===== config.mk =====
export PLATFORM = sky130hd
export DESIGN_NAME = pc_sequencer
export DESIGN_NICKNAME = d
export VERILOG_FILES = /design/src/rtl/pc_sequencer.sv
export SDC_FILE = /design/constraint.sdc
export NUM_CORES = 1
export LEC_CHECK = 0
export ABC_AREA = 1
export BUFFER_PORTS_ARGS = -buffer_cell sky130_fd_sc_hd__buf_2
export CAP_MARGIN = 20
export CORE_AREA = 2 2 108 110
export CTS_CLUSTER_DIAMETER = 60
export DETAILED_ROUTE_END_ITERATION = 8
export DIE_AREA = 0 0 110 112
export PLACE_DENSITY = 0.82
export SLEW_MARGIN = 40
export SYNTH_ARGS = -nofsm -noshare
export SYNTH_HDL_FRONTEND = slang
export SYNTH_SLANG_ARGS = --single-unit
export TNS_END_PERCENT = 1

===== constraint.sdc =====
create_clock -name clk -period 2.7 [get_ports clk]
set_input_delay 0.27 -clock clk [delete_from_list [all_inputs] [get_ports clk]]
set_output_delay 0.27 -clock clk [all_outputs]
set_load 0.01 [all_outputs]

===== src/rtl/pc_sequencer.sv =====
// Purpose: RV32I fetch-address sequencer with redirect, stall and misaligned-target trap.
// Latency: pc, pc_valid, trap, trap_addr and fetch_count are registered (1 cycle); pc_plus_step is combinational.
// Backpressure: pc holds while stall=1 or fetch_ready=0; a redirect overrides stall.
module pc_sequencer #(
    parameter int unsigned           XLEN         = 32,
    parameter logic [XLEN-1:0]       RESET_VECTOR = XLEN'(32'h0000_0000),
    parameter logic [XLEN-1:0]       TRAP_VECTOR  = XLEN'(32'h0000_0100),
    parameter int unsigned           IALIGN       = 32,
    parameter int unsigned           CNT_W        = 32
) (
    input  logic             clk,
    input  logic             rst,
    input  logic             stall,
    input  logic             redirect_valid,
    input  logic [XLEN-1:0]  redirect_target,
    input  logic             fetch_ready,
    output logic [XLEN-1:0]  pc,
    output logic             pc_valid,
    output logic [XLEN-1:0]  pc_plus_step,
    output logic             trap,
    output logic [XLEN-1:0]  trap_addr,
    output logic [CNT_W-1:0] fetch_count
);

    typedef enum logic [1:0] {
        ST_BOOT = 2'd0,
        ST_RUN  = 2'd1,
        ST_TRAP = 2'd2
    } state_e;

    localparam logic [XLEN-1:0]  STEP_V  = XLEN'(IALIGN / 8);
    localparam logic [CNT_W-1:0] CNT_MAX = '1;

    state_e            state_q, state_d;
    logic [XLEN-1:0]   pc_q, pc_d;
    logic              pc_valid_q, pc_valid_d;
    logic              trap_q, trap_d;
    logic [XLEN-1:0]   trap_addr_q, trap_addr_d;
    logic [CNT_W-1:0]  fetch_count_q, fetch_count_d;

    logic              target_misaligned;
    logic              fetch_accept;
    logic [XLEN-1:0]   pc_next_seq;

    // 16-bit alignment only needs bit 0 clear (compressed ISA); 32-bit needs both low bits clear.
    assign target_misaligned = (IALIGN == 16) ? redirect_target[0]
                                              : (redirect_target[1:0] != 2'b00);

    assign pc_next_seq  = pc_q + STEP_V;
    assign fetch_accept = (state_q == ST_RUN) && fetch_ready && !stall && !redirect_valid;

    always_comb begin
        state_d       = state_q;
        pc_d          = pc_q;
        pc_valid_d    = pc_valid_q;
        trap_d        = 1'b0;
        trap_addr_d   = trap_addr_q;
        fetch_count_d = fetch_count_q;

        unique case (state_q)
            ST_BOOT: begin
                state_d    = ST_RUN;
                pc_valid_d = 1'b1;
            end
            ST_RUN: begin
                pc_valid_d = 1'b1;
                if (redirect_valid) begin
                    if (target_misaligned) begin
                        state_d     = ST_TRAP;
                        pc_d        = TRAP_VECTOR;
                        pc_valid_d  = 1'b0;
                        trap_d      = 1'b1;
                        trap_addr_d = redirect_target;
                    end else begin
                        pc_d = redirect_target;
                    end
                end else if (fetch_accept) begin
                    pc_d = pc_next_seq;
                    if (fetch_count_q != CNT_MAX) begin
                        fetch_count_d = fetch_count_q + CNT_W'(1);
                    end
                end
            end
            ST_TRAP: begin
                // pc already holds TRAP_VECTOR; resume fetching from there.
                state_d    = ST_RUN;
                pc_valid_d = 1'b1;
            end
            default: begin
                state_d    = ST_BOOT;
                pc_d       = RESET_VECTOR;
                pc_valid_d = 1'b0;
            end
        endcase
    end

    always_ff @(posedge clk or negedge rst) begin
        if (!rst) begin
            state_q       <= ST_BOOT;
            pc_q          <= RESET_VECTOR;
            pc_valid_q    <= 1'b0;
            trap_q        <= 1'b0;
            trap_addr_q   <= '0;
            fetch_count_q <= '0;
        end else begin
            state_q       <= state_d;
            pc_q          <= pc_d;
            pc_valid_q    <= pc_valid_d;
            trap_q        <= trap_d;
            trap_addr_q   <= trap_addr_d;
            fetch_count_q <= fetch_count_d;
        end
    end

    assign pc           = pc_q;
    assign pc_valid     = pc_valid_q;
    assign pc_plus_step = pc_next_seq;
    assign trap         = trap_q;
    assign trap_addr    = trap_addr_q;
    assign fetch_count  = fetch_count_q;

endmodule


; ---- Word-level counts from Yosys, hierarchy flattened
; Index checks and enable logic that the tools add are counted.
[totals]
reg_bits = 100
latchBits = 0
ramBits = 0
rom_bits = 0
input_bits = 37
out_inout_bits = 130
word_cells = 41
mem_count = 0
[op_classes]
addsub = 2
n_mul = 0
div = 0
magnitude_cmp = 0
n_eq_ne = 6
shifts = 0
n_mux = 13
n_bitwise = 2
reduce_logical = 12
[op_table]
columns = operator, count
row1 = 2-to-1 mux 32 bit, 3
row2 = one-hot mux 32 bit (2 select lines), 1
row3 = adder 32 x 1 -> 32 bit (second input constant), 1
row4 = adder 32 x 3 -> 32 bit (second input constant), 1
row5 = != test 32 bit (second input constant), 1
row6 = 2-to-1 mux 1 bit, 5
row7 = 2-to-1 mux 2 bit, 2
row8 = != test 2 bit (second input constant), 2
row9 = one-hot mux 2 bit (2 select lines), 1
row10 = AND reduction 2 bit, 2
row11 = AND reduction 4 bit, 1
row12 = logical AND 1 bit, 3
row13 = != test 3 bit (second input constant), 1
row14 = AND reduction 3 bit, 1
row15 = == test 2 x 1 -> 1 bit (second input constant), 1
row16 = == test 2 bit (second input constant), 1
row17 = zero test 1 bit, 2
row18 = zero test 2 bit, 1
row19 = inverter 1 bit, 2
row20 = one-hot mux 1 bit (2 select lines), 1
row21 = nonzero test 2 bit, 1
row22 = OR reduction 2 bit, 1

; ---- Depth between registers and ports, before layout
; Gate-level depths: netlist of run 1.
[logic_depth]
ltp_word = 7
depth_mapped = 12
ltp_nobuf = 10

; ---- Worst setup path after synthesis of run 1
; OpenSTA, ideal clock, no wires.
[synth_path]
kind = register to output
from = register pc_q[3], in the netlist pc[3]
to = output port pc_plus_step[26]
arrival_ns = 1.421
required_ns = 2.430
slack_ns = 1.009
stages_incl_launch_ff = 8
path_buffers = 0
cell_sequence = dfrtp_1 > ha_1 > nand2_1 > nor2_1 > nand2_1 > nor2_1 > nand3_1 > nand2_1
[synth_via]
elab_chain_len = 1
[synth_rtl]
columns = item, line_no
row1 = from (decl), 35  ; logic [XLEN-1:0] pc_q, pc_d;
row2 = from (signal assigned), 107  ; pc_q <= pc_d;
row3 = adder 32 x 3 -> 32 bit, 49  ; assign pc_next_seq = pc_q + STEP_V;
row4 = to (decl), 19  ; output logic [XLEN-1:0] pc_plus_step,
; Every way passes these cells.

; ---- Final worst setup path of run 1
; Same ends and word-level chain as after synthesis.

==> results of run 1 <==
-- metal layers --
layer	vias up	track usage [%]	part of all wire (%)
met5	-	0	0
met4	0	15.36	4.0
met3	54	3.396	7.9
met2	301	46.99	47
met1	2820	38.16	41
li1	3093	-	-
-- kinds of logic after synthesis --
| family | share of synthesized area [%] |
|---|---|
| compound gates | 6.119 |
| xor+xnor | 2.502 |
| mux | 0.1682 |
| fa+ha+maj | 0.4205 |
| simple gates | 41.93 |
| flops | 42.05 |
| buf+inv | 6.812 |
-- power by group --
group / switching, mW / internal (mW)
registers: 0.283 / 1.76
clock network: 0.569 / 0.923
logic: 0.840 / 0.495
total: 1.69 / 3.18
-- synthesized netlist by cell type --
| master | count |
|---|---|
| nand2_1 | 409 |
| nor2_1 | 124 |
| dfrtp_1 | 100 |
| inv_1 | 66 |
| o21ai_0 | 43 |
| nand3_1 | 42 |
| nand3b_1 | 18 |
| a21oi_1 | 17 |
| xor2_1 | 13 |
| buf_2 | 12 |
| nor2_2 | 7 |
| o21ai_1 | 7 |
| clkbuf_1 | 5 |
| inv_2 | 5 |
| nand2_2 | 5 |
| nor2_4 | 4 |
| xnor2_1 | 4 |
| buf_1 | 3 |
| buf_4 | 3 |
| buf_6 | 2 |
| ha_1 | 2 |
| a31oi_1 | 1 |
| and2_1 | 1 |
| clkinv_1 | 1 |
| mux2i_1 | 1 |
| nand4_1 | 1 |
| nor3_4 | 1 |
| o2111ai_1 | 1 |
| o211ai_1 | 1 |
| o22ai_1 | 1 |
-- final timing paths --
path | to | slack (ps) | depth (start not counted)
min in group asynchronous | fetch_count[9]$_DFFE_PN0P_ | 500 | 2
min | trap_addr[20]$_DFFE_PN0P_ | 130 | 3
min reg2reg | trap_addr[29]$_DFFE_PN0P_ | 480 | 2
max | pc_plus_step[26] | 250 | 8
max in group asynchronous | pc[31]$_DFFE_PN0P_ | 1510 | 3
max reg2reg | fetch_count[2]$_DFFE_PN0P_ | 610 | 10
-- worst reg2reg max path: cells and delay by family (launching register included) --
family                   cells  cell delay, ps
adder cells (fa/ha/maj)      1             290
buffers and inverters        2             370
flip-flops                   1             400
AND/OR/NAND/NOR              7             920
-- layout make-up --
class	count	area [um^2]
Clock inverter	5	100.1
Inverter	72	270.3
Clock buffer	10	239.0
Tap cell	143	178.9
Sequential cell	100	2502
Timing Repair Buffer	172	893.4
Fill cell	1012	3948
Multi-Input combinational cell	703	3043
-- flip-flops by register name (all words and copies together) (netlist names) --
| signal | count |
|---|---|
| pc | 32 |
| state_q | 2 |
| pc_valid | 1 |
| trap_addr | 32 |
| fetch_count | 32 |
| trap | 1 |
-- repair_timing --
action	in CTS	in global routing
hold buffers	1	0
setup buffers	0	0
hold endpoints to repair	29	0
-- through the flow --
step | setup WS [ps] | power (mW) | util [%] | instances | hold slack (ps)
detailed placement | 533.7 | 3.392 | 61.55 | 1189 | 358.3
global route | 79.55 | 5.145 | 64.67 | 1205 | 150.3
finish | 254.1 | 4.872 | 64.67 | 1205 | 131.5
global placement | 632.7 | 3.362 | 61.55 | 1189 | 360.2
CTS | 260.6 | 4.881 | 64.67 | 1205 | 127.1
floorplan | 1009 | 2.766 | - | 900 | -25.59
==> results.md, run 1 <==
* GR Overflow Total at 0
* Tcrit/Tclk final at roughly 90%
* Critical path's largest stage delay at approximately 400 ps
* ANT nets after route at 0
* Post-Syn Area at ~6000 um^2
* Pre-antenna DRT Iters at 5
* Leakage at 3.904 nW
* Crit path max-delay family: simple AND/OR/NAND/NOR gates
* RSZ-0062 raised after global routing: false
* Port buffer count at 166
* Worst hold path startpoint: redirect_target[20]
* Via density at 5.202
* Status: completed
* Number of global-route vias before repair at ~5900
* Synth area leader: dfrtp_1
* Die X at ~110 um
* Chip Height at between 100 and 150 um
* Initial DRC Count at between 400 and 500
* Via count at 6268
* Cts bufs inserted at 9
* Initial antenna violation count at 0
* Ant. Diodes at 0
* Worst setup path start: pc[3]$_DFFE_PN0P_
* Worst Setup Path Type: flip-flop to primary output
* # setup viols final at 0
* Largest net degree at the start of global routing at 54
* Initial cell density of the core at approximately 53%
* Max Clk Rate at approximately 0.4 GHz
* Die Area at around 12000 um^2
* Worst R2R Start: fetch_count[0]$_DFFE_PN0P_
* Crit-path cells: ha_1 > nand2_1 > nor2_1 > nand2_1 > nor2_1 > nand3_1 > nand2_1 > buf_2
* Post-Synthesis Cells at 900
* Max rail drop VDD at between 0.4 and 0.5 mV
* Most frequent cells in the layout: nand2_1, buf_2, nor2_1
* Max Cap Violations at 0
* Synth top area share at ~42%
* Synth warn at 0
* Clk sinks at 100
* Placement Cell Area at between 6000 and 7000 um^2
* DP HPWL at between 10 and 15 mm
* GRT Resource Usage Total at 29.16%
* CTS tree: yes
* IO Count at between 150 and 200
* Clock slew at reported path FFs at ~60 ps
* Min cycle time layout at 2446 ps
* DRC violations left at 0
* Setup TNS at 0 ps
* Worst Hold Class: input pin to flip-flop
* Placer Congestion at 0.9936
* H-tree lvl count at 3
* Hold Vio Cnt, Final at 0
* Final net count at roughly 1100
* Core box area at around 11000 um^2
* WL final at 17.28 mm
* Clk_skew at 7.918 ps
* CP max FO at 6
* Design area at 7227 um^2
* Wirelength per Cell at approximately 14 um
* Share of post-route cells with drive strength above 1 at between 10% and 20%
* Number of synthesized register bits at 100
* CP bufs+invs at 1
* Pwr dens at ~670 nW/um^2
* Mean Syn Cell Area at ~6.6 um^2
* CP Capture Type: primary output
* Measured slew at the worst slew-check pin at just under 700 ps
* Arr. time, crit path at 2180 ps
* Post-cts sizing count at 0
* Crit start category: flip-flop
* Clk root buf: clkbuf_16
* Longest Clk Path Bufs at 2
* WP data required at between 2000 and 2500 ps
* Clock latency on the worst-skew pair at ~350 ps
* Slowest stage cell, crit path: dfrtp_1
* Cell Rows at 39
* Commonest non-fill, non-tap cell in the layout: nand2_1
* Synth Net Count at about 940
* Max Slew Vio Count at 0
* Synth top area cells: dfrtp_1, nand2_1, nor2_1, inv_1, o21ai_0
* Register area share after synthesis at 42.05%
* First-pass GRT wire length at approximately 28 mm
* Unique masters post-synth at 30
* Area Growth Syn to Fin at 21.45%
* Max_slew headroom at between 50% and 60%
* Most common cell on crit path: nand2_1
Note: power is estimated with default switching activity, not from simulation.
==> run 2: changes to the inputs <==
--- a/config.mk
+++ b/config.mk
@@ -8,10 +8,10 @@
 export ABC_AREA = 1
 export BUFFER_PORTS_ARGS = -buffer_cell sky130_fd_sc_hd__buf_2
 export CAP_MARGIN = 20
-export CORE_AREA = 2 2 108 110
+export CORE_AREA = 2 2 113 104
 export CTS_CLUSTER_DIAMETER = 60
 export DETAILED_ROUTE_END_ITERATION = 8
-export DIE_AREA = 0 0 110 112
+export DIE_AREA = 0 0 115 106
 export PLACE_DENSITY = 0.82
 export SLEW_MARGIN = 40
 export SYNTH_ARGS = -nofsm -noshare
==> run 2 against run 1 <==
Non-clock buffer count unchanged. Combinational power barely moved. Highest routed layer unchanged. Clock skew grew 1.1 ps. Die area down 1.1%. Maximum frequency rose by 4.0%.
==> results.md, run 2 (same netlist as run 1, synthesis figures left out) <==
* Status: completed
* Clk sinks at 100
* Most common cell on crit path: nand2_1
* Cell Rows at 37
* Post-CTS Hold Buffers at 1
* Part of the power in the clock network at a little over a quarter
* Most frequent cells in the layout: nand2_1, buf_2, nor2_1
* # setup viols final at 0
* Pwr Total at 4.554 mW
* Area Growth Syn to Fin at 20.19%
* Placer Congestion at 0.9221
* Setup Buffers After CTS at 0
* Pwr dens at between 600 and 700 nW/um^2
* Chip Height at about 110 um
* Design area at 7152 um^2
* Combinational cell fraction of total power at between 20% and 30%
* DRC violations left at 0
* Pre-antenna DRT Iters at 6
* Min cycle time layout at approximately 2400 ps
* WP data required at ~2400 ps
* Final Non-Filler Cells at roughly 1200
* DP HPWL at roughly 12 mm
* Max rail drop VDD at between 0.3 and 0.4 mV
* First-pass GRT wire length at roughly 28 mm
* Final net count at 1097
* CTS tree: yes
* Initial cell density of the core at between 50% and 60%
* Max_slew headroom at about 63%
* GRT Resource Usage Total at 28.52%
* Crit start category: flip-flop
* ANT nets after route at 0
* GR Overflow Total at 0
* CP bufs+invs at 1
* Sw Share at roughly 36%
* Max Clk Rate at roughly 0.43 GHz
* CP Depth at 9
* Cts bufs inserted at 9
* Clk root buf: clkbuf_16
* Hold-critical path depth at 3
* Clock latency on the worst-skew pair at 340 ps
* Measured slew at the worst slew-check pin at ~550 ps
* Net Switching at around 1.7 mW
* Setup TNS at 0 ps
* Commonest non-fill, non-tap cell in the layout: nand2_1
* Initial DRC Count at 640
* DP Cell Count at 1182
* Die Area at ~12000 um^2
* Wirelength per Cell at ~14 um
* H-tree lvl count at 3
* CP max FO at 6
* WL final at roughly 17 mm
* Placement Cell Area at a little under 7000 um^2
* Crit path max-delay family: simple AND/OR/NAND/NOR gates
* Flop pwr share at between 40 and 50%
* Clk_skew at 9.032 ps
* Clock slew at reported path FFs at around 70 ps
* Leakage at 3.863 nW
* Max Cap Violations at 0
* CP Capture Type: primary output
* Max Slew Vio Count at 0
* Via count at a little over 6000
* Share of post-route cells with drive strength above 1 at 19.42%
* FF-to-FF path depth at 10
* IO Count at between 150 and 200
* Worst Setup Path Type: flip-flop to primary output
* Worst Hold Class: input pin to flip-flop
* RSZ-0062 raised after global routing: false
* Crit-path cells: ha_1 > nand2_1 > nor2_1 > nand2_1 > nor2_1 > nand2_1 > nand2_1 > nand2_1 > buf_2
* Tcrit/Tclk final at 87.07%
* Critical path's largest stage delay at just under 400 ps
* Worst setup margin at 349.0 ps
* Arr. time, crit path at ~2100 ps
* Cell Int Power at roughly 2.9 mW
* Port buffer count at between 150 and 200
* Placement Setup Slack at about 720 ps
* Initial antenna violation count at 2
* Slowest stage cell, crit path: dfrtp_1
* Largest net degree at the start of global routing at roughly 80
* Die X at between 100 and 150 um
* Hold Vio Cnt, Final at 0
* Longest Clk Path Bufs at 2
* Via density at just over 5
* Number of global-route vias before repair at approximately 5800
* Core box area at 11110 um^2
* Post-cts sizing count at 0
==> run 2: cell count changes in the layout (fill, tap and decap cells not counted) <==
cell and change:
bufinv_16 -3, clkinv_2 -2, clkinv_4 +2, diode_2 +2
clkbuf_1 +1, clkinvlp_4 +1
==> run 2: final timing paths <==
path | from | end | slack, ps
hold reg to reg | trap_addr[21]$_DFFE_PN0P_ | trap_addr[21]$_DFFE_PN0P_ | 470
setup / recovery | pc[3]$_DFFE_PN0P_ | pc_plus_step[22] | 350
hold / removal | redirect_target[0] | trap_addr[0]$_DFFE_PN0P_ | 130
max in group asynchronous | rst | pc[29]$_DFFE_PN0P_ | 1620
setup reg to reg | fetch_count[1]$_DFFE_PN0P_ | fetch_count[28]$_DFFE_PN0P_ | 720
min in group asynchronous | rst | fetch_count[9]$_DFFE_PN0P_ | 380
==> run 2: per-layer routing <==
metal / vias to the layer above / share of wire [%] / GRT usage (%)
li1: 3105 / - / -
met1: 2761 / 42 / 37.71
met2: 245 / 47 / 45.46
met3: 37 / 7.6 / 6.442
met4: 0 / 3.3 / 11.36
met5: - / 0 / 0
==> run 2: worst reg2reg max path, stage by stage (launching register included) <==
cell and delay [ps]:
dfrtp_1 390, ha_1 260, inv_2 80, nor2_4 130, nand2_2 90, nor2_1 100
nand2_1 80, nand2_2 220, inv_2 260, nand2_1 140, o21ai_0 80
==> run 2: power by group through the flow <==
stage / clock network (mW) / logic [mW] / registers (mW)
global route: 1.28 / 1.49 / 2.07
floorplan: 0 / 0.635 / 2.13
detailed placement: 0 / 1.33 / 2.05
finish: 1.19 / 1.33 / 2.03
global placement: 0 / 1.31 / 2.04
CTS: 1.22 / 1.34 / 2.02
==> run 2: final cells by class <==
type	instances	area, um^2
Fill cell	1023	3959
Multi-Input combinational cell	703	3043
Sequential cell	100	2502
Timing Repair Buffer	172	893.4
Inverter	72	270.3
Clock buffer	11	242.7
Tap cell	136	170.2
Clock inverter	3	25.02
Antenna cell	2	5.005
==> run 2: stage by stage <==
step | hold slack, ps | util, %
floorplan | -25.59 | -
global placement | 199.3 | 61.82
detailed placement | 201.7 | 61.82
CTS | 123.1 | 64.32
global route | 129.8 | 64.32
finish | 131.2 | 64.37
==> run 3: changes to the inputs <==
--- a/config.mk
+++ b/config.mk
@@ -8,11 +8,12 @@
 export ABC_AREA = 1
 export BUFFER_PORTS_ARGS = -buffer_cell sky130_fd_sc_hd__buf_2
 export CAP_MARGIN = 20
-export CORE_AREA = 2 2 113 104
+export CORE_AREA = 2 2 111 102
 export CTS_CLUSTER_DIAMETER = 60
 export DETAILED_ROUTE_END_ITERATION = 8
-export DIE_AREA = 0 0 115 106
-export PLACE_DENSITY = 0.82
+export DIE_AREA = 0 0 113 104
+export PLACE_DENSITY = 0.85
+export RECOVER_POWER = 100
 export SLEW_MARGIN = 40
 export SYNTH_ARGS = -nofsm -noshare
 export SYNTH_HDL_FRONTEND = slang
==> run 3 against run 2 <==
The flow now finishes with violations (DRC). Global-route usage shrank 0.29 points. Routed wire length decreased by 0.47%. Maximum frequency is 2.6% lower. Non-clock buffer count unchanged. Critical path depth is 1 lower. Register-to-register slack worse by 430 ps. Sequential share of layout area up 1.0 points. Worst hold slack better by 7.9 ps. Core utilization up 1.0 points.
==> results.md, run 3 (same netlist as run 1, synthesis figures left out) <==
* Clk root buf: clkbuf_16
* Worst Setup Path Type: flip-flop to flip-flop
* Initial cell density of the core at 55.98%
* Clk sinks at 100
* Placer Congestion at 0.9294
* ANT nets after route at 0
* Cell Rows at 36
* Critical path endpoint: pc[3]$_DFFE_PN0P_
* Cell Int Power at 2.901 mW
* H-tree lvl count at 3
* First-pass GRT wire length at between 20 and 30 mm
* DP Cell Count at approximately 1200
* Area Growth Syn to Fin at 16.82%
* Share of post-route cells with drive strength above 1 at 6.303%
* Worst R2R Start: state_q[0]$_DFFE_PN0P_
* Hold Vio Cnt, Final at 0
* Clk_skew at 6.617 ps
* Initial antenna violation count at 1
* Port buffer count at about 170
* Cts bufs inserted at 9
* DRC violations left at 7
* Core box area at ~11000 um^2
* Min cycle time layout at 2414 ps
* GRT Resource Usage Total at between 20 and 30%
* Clock slew at reported path FFs at approximately 70 ps
* Fin util at 65.40%
* CP Capture Type: flip-flop
* Fill count at ~1100
* Tcrit/Tclk final at between 80% and 90%
* # setup viols final at 0
* Die Area at ~12000 um^2
* Worst setup margin at 286.5 ps
* FF-to-FF path depth at 8
* Max rail drop VDD at between 0.3 and 0.4 mV
* IO Count at about 170
* CP max FO at 25
* Reg-to-reg endpoint: pc[3]$_DFFE_PN0P_
* WP data required at between 2000 and 3000 ps
* Net Switching at approximately 1.7 mW
* Measured slew at the worst slew-check pin at ~1200 ps
* Setup Buffers After CTS at 0
* DP HPWL at 12.35 mm
* Final net count at around 1100
* Max Cap Violations at 0
* Arr. time, crit path at 2620 ps
* Part of the power in the clock network at around 29%
* Max Slew Vio Count at 0
* Leakage at 3.385 nW
* Pwr dens at approximately 660 nW/um^2
* Placement Setup Slack at between 700 and 800 ps
* Largest net degree at the start of global routing at between 50 and 60
* Max_slew headroom at 19.86%
* Clock latency on the worst-skew pair at approximately 350 ps
* Wirelength per Cell at between 10 and 15 um
* Ant. Diodes at 0
* Worst setup path start: state_q[0]$_DFFE_PN0P_
* Max Clk Rate at just over 0.4 GHz
* Chip Height at about 100 um
* WL final at roughly 17 mm
* Failing checks: DRC
* RSZ-0062 raised after global routing: false
* Die X at between 100 and 150 um
* Via density at 5.211
* Flop pwr share at 44.7%
* R2R setup slack at 290 ps
* Final Non-Filler Cells at between 1000 and 1500
* Most frequent cells in the layout: nand2_1, clkbuf_1, nor2_1
* Status: finished with violations
* Combinational cell fraction of total power at between 20% and 30%
* CTS tree: yes
* Longest Clk Path Bufs at 2
* Sw Share at between 30% and 40%
* Setup TNS at 0 ps
* Commonest non-fill, non-tap cell in the layout: nand2_1
* Crit start category: flip-flop
* Via count at between 6000 and 7000
* Minimum hold slack at about 140 ps
* GR Overflow Total at 0
* Initial DRC Count at around 460
* Worst Hold Class: input pin to flip-flop
* Pre-antenna DRT Iters at 7
* Number of global-route vias before repair at 5758
[run 3: power by group through the flow]
stage          sequential (mW)  combinational, mW  clock [mW]
5_1_grt                   2.08               1.37        1.38
3_5_place_dp              2.05               1.33           0
4_1_cts                   2.03               1.34        1.33
6_report                  2.04               1.22        1.31
3_3_place_gp              2.04               1.31           0
2_1_floorplan             2.13              0.635           0
[run 3: what timing repair did]
item                      4_1_cts  5_1_grt
hold endpoints to repair       49        0
resized for setup               0        0
hold buffers                    1        0
[run 3: area by class of cell]
class / instances / area, um^2 / area share, %
flip-flops and latches: 100 / 2502 / 36.00
multi-input cells: 703 / 3003 / 43.20
clock inverters: 3 / 46.29 / 0.6659
inverters: 72 / 270.3 / 3.888
clock buffers: 13 / 250.2 / 3.600
well taps: 133 / 166.4 / 2.394
repair buffers: 172 / 713.2 / 10.26
[run 3: critical path: stages, from the launching register on]
cell     delay [ps]
dfrtp_1         390
inv_1           120
nor2_1          120
nand2_1         170
nor2_1           60
nor2_1          520
inv_1           580
nand2_1         190
o21ai_0         120
[run 3: how the worst min path moves through the flow]
| stage | endpoint | depth (start not counted) | start |
|---|---|---|---|
| after floorplan | fetch_count[0]$_DFFE_PN0P_ | 0 | rst |
| after global placement | fetch_count[9]$_DFFE_PN0P_ | 1 | rst |
| after detailed placement | fetch_count[9]$_DFFE_PN0P_ | 1 | rst |
| after CTS | trap_addr[26]$_DFFE_PN0P_ | 3 | redirect_target[26] |
| after global routing | trap_addr[26]$_DFFE_PN0P_ | 3 | redirect_target[26] |
| final | trap_addr[29]$_DFFE_PN0P_ | 3 | redirect_target[29] |
[run 3: per-stage QoR]
stage | power, mW | area [um^2]
after global placement | 3.351 | 6865
after detailed placement | 3.377 | 6865
after floorplan | 2.766 | 5951
final | 4.565 | 6952
after global routing | 4.826 | 6952
after CTS | 4.696 | 7172
[run 3: metal layers]
layer,vias to the layer above,track usage (%),share of wire (%)
li1,3099,-,-
met1,2831,35.93,42
met2,252,47.52,48
met3,48,4.837,6.4
met4,2,11.76,3.3
met5,-,0,0.066
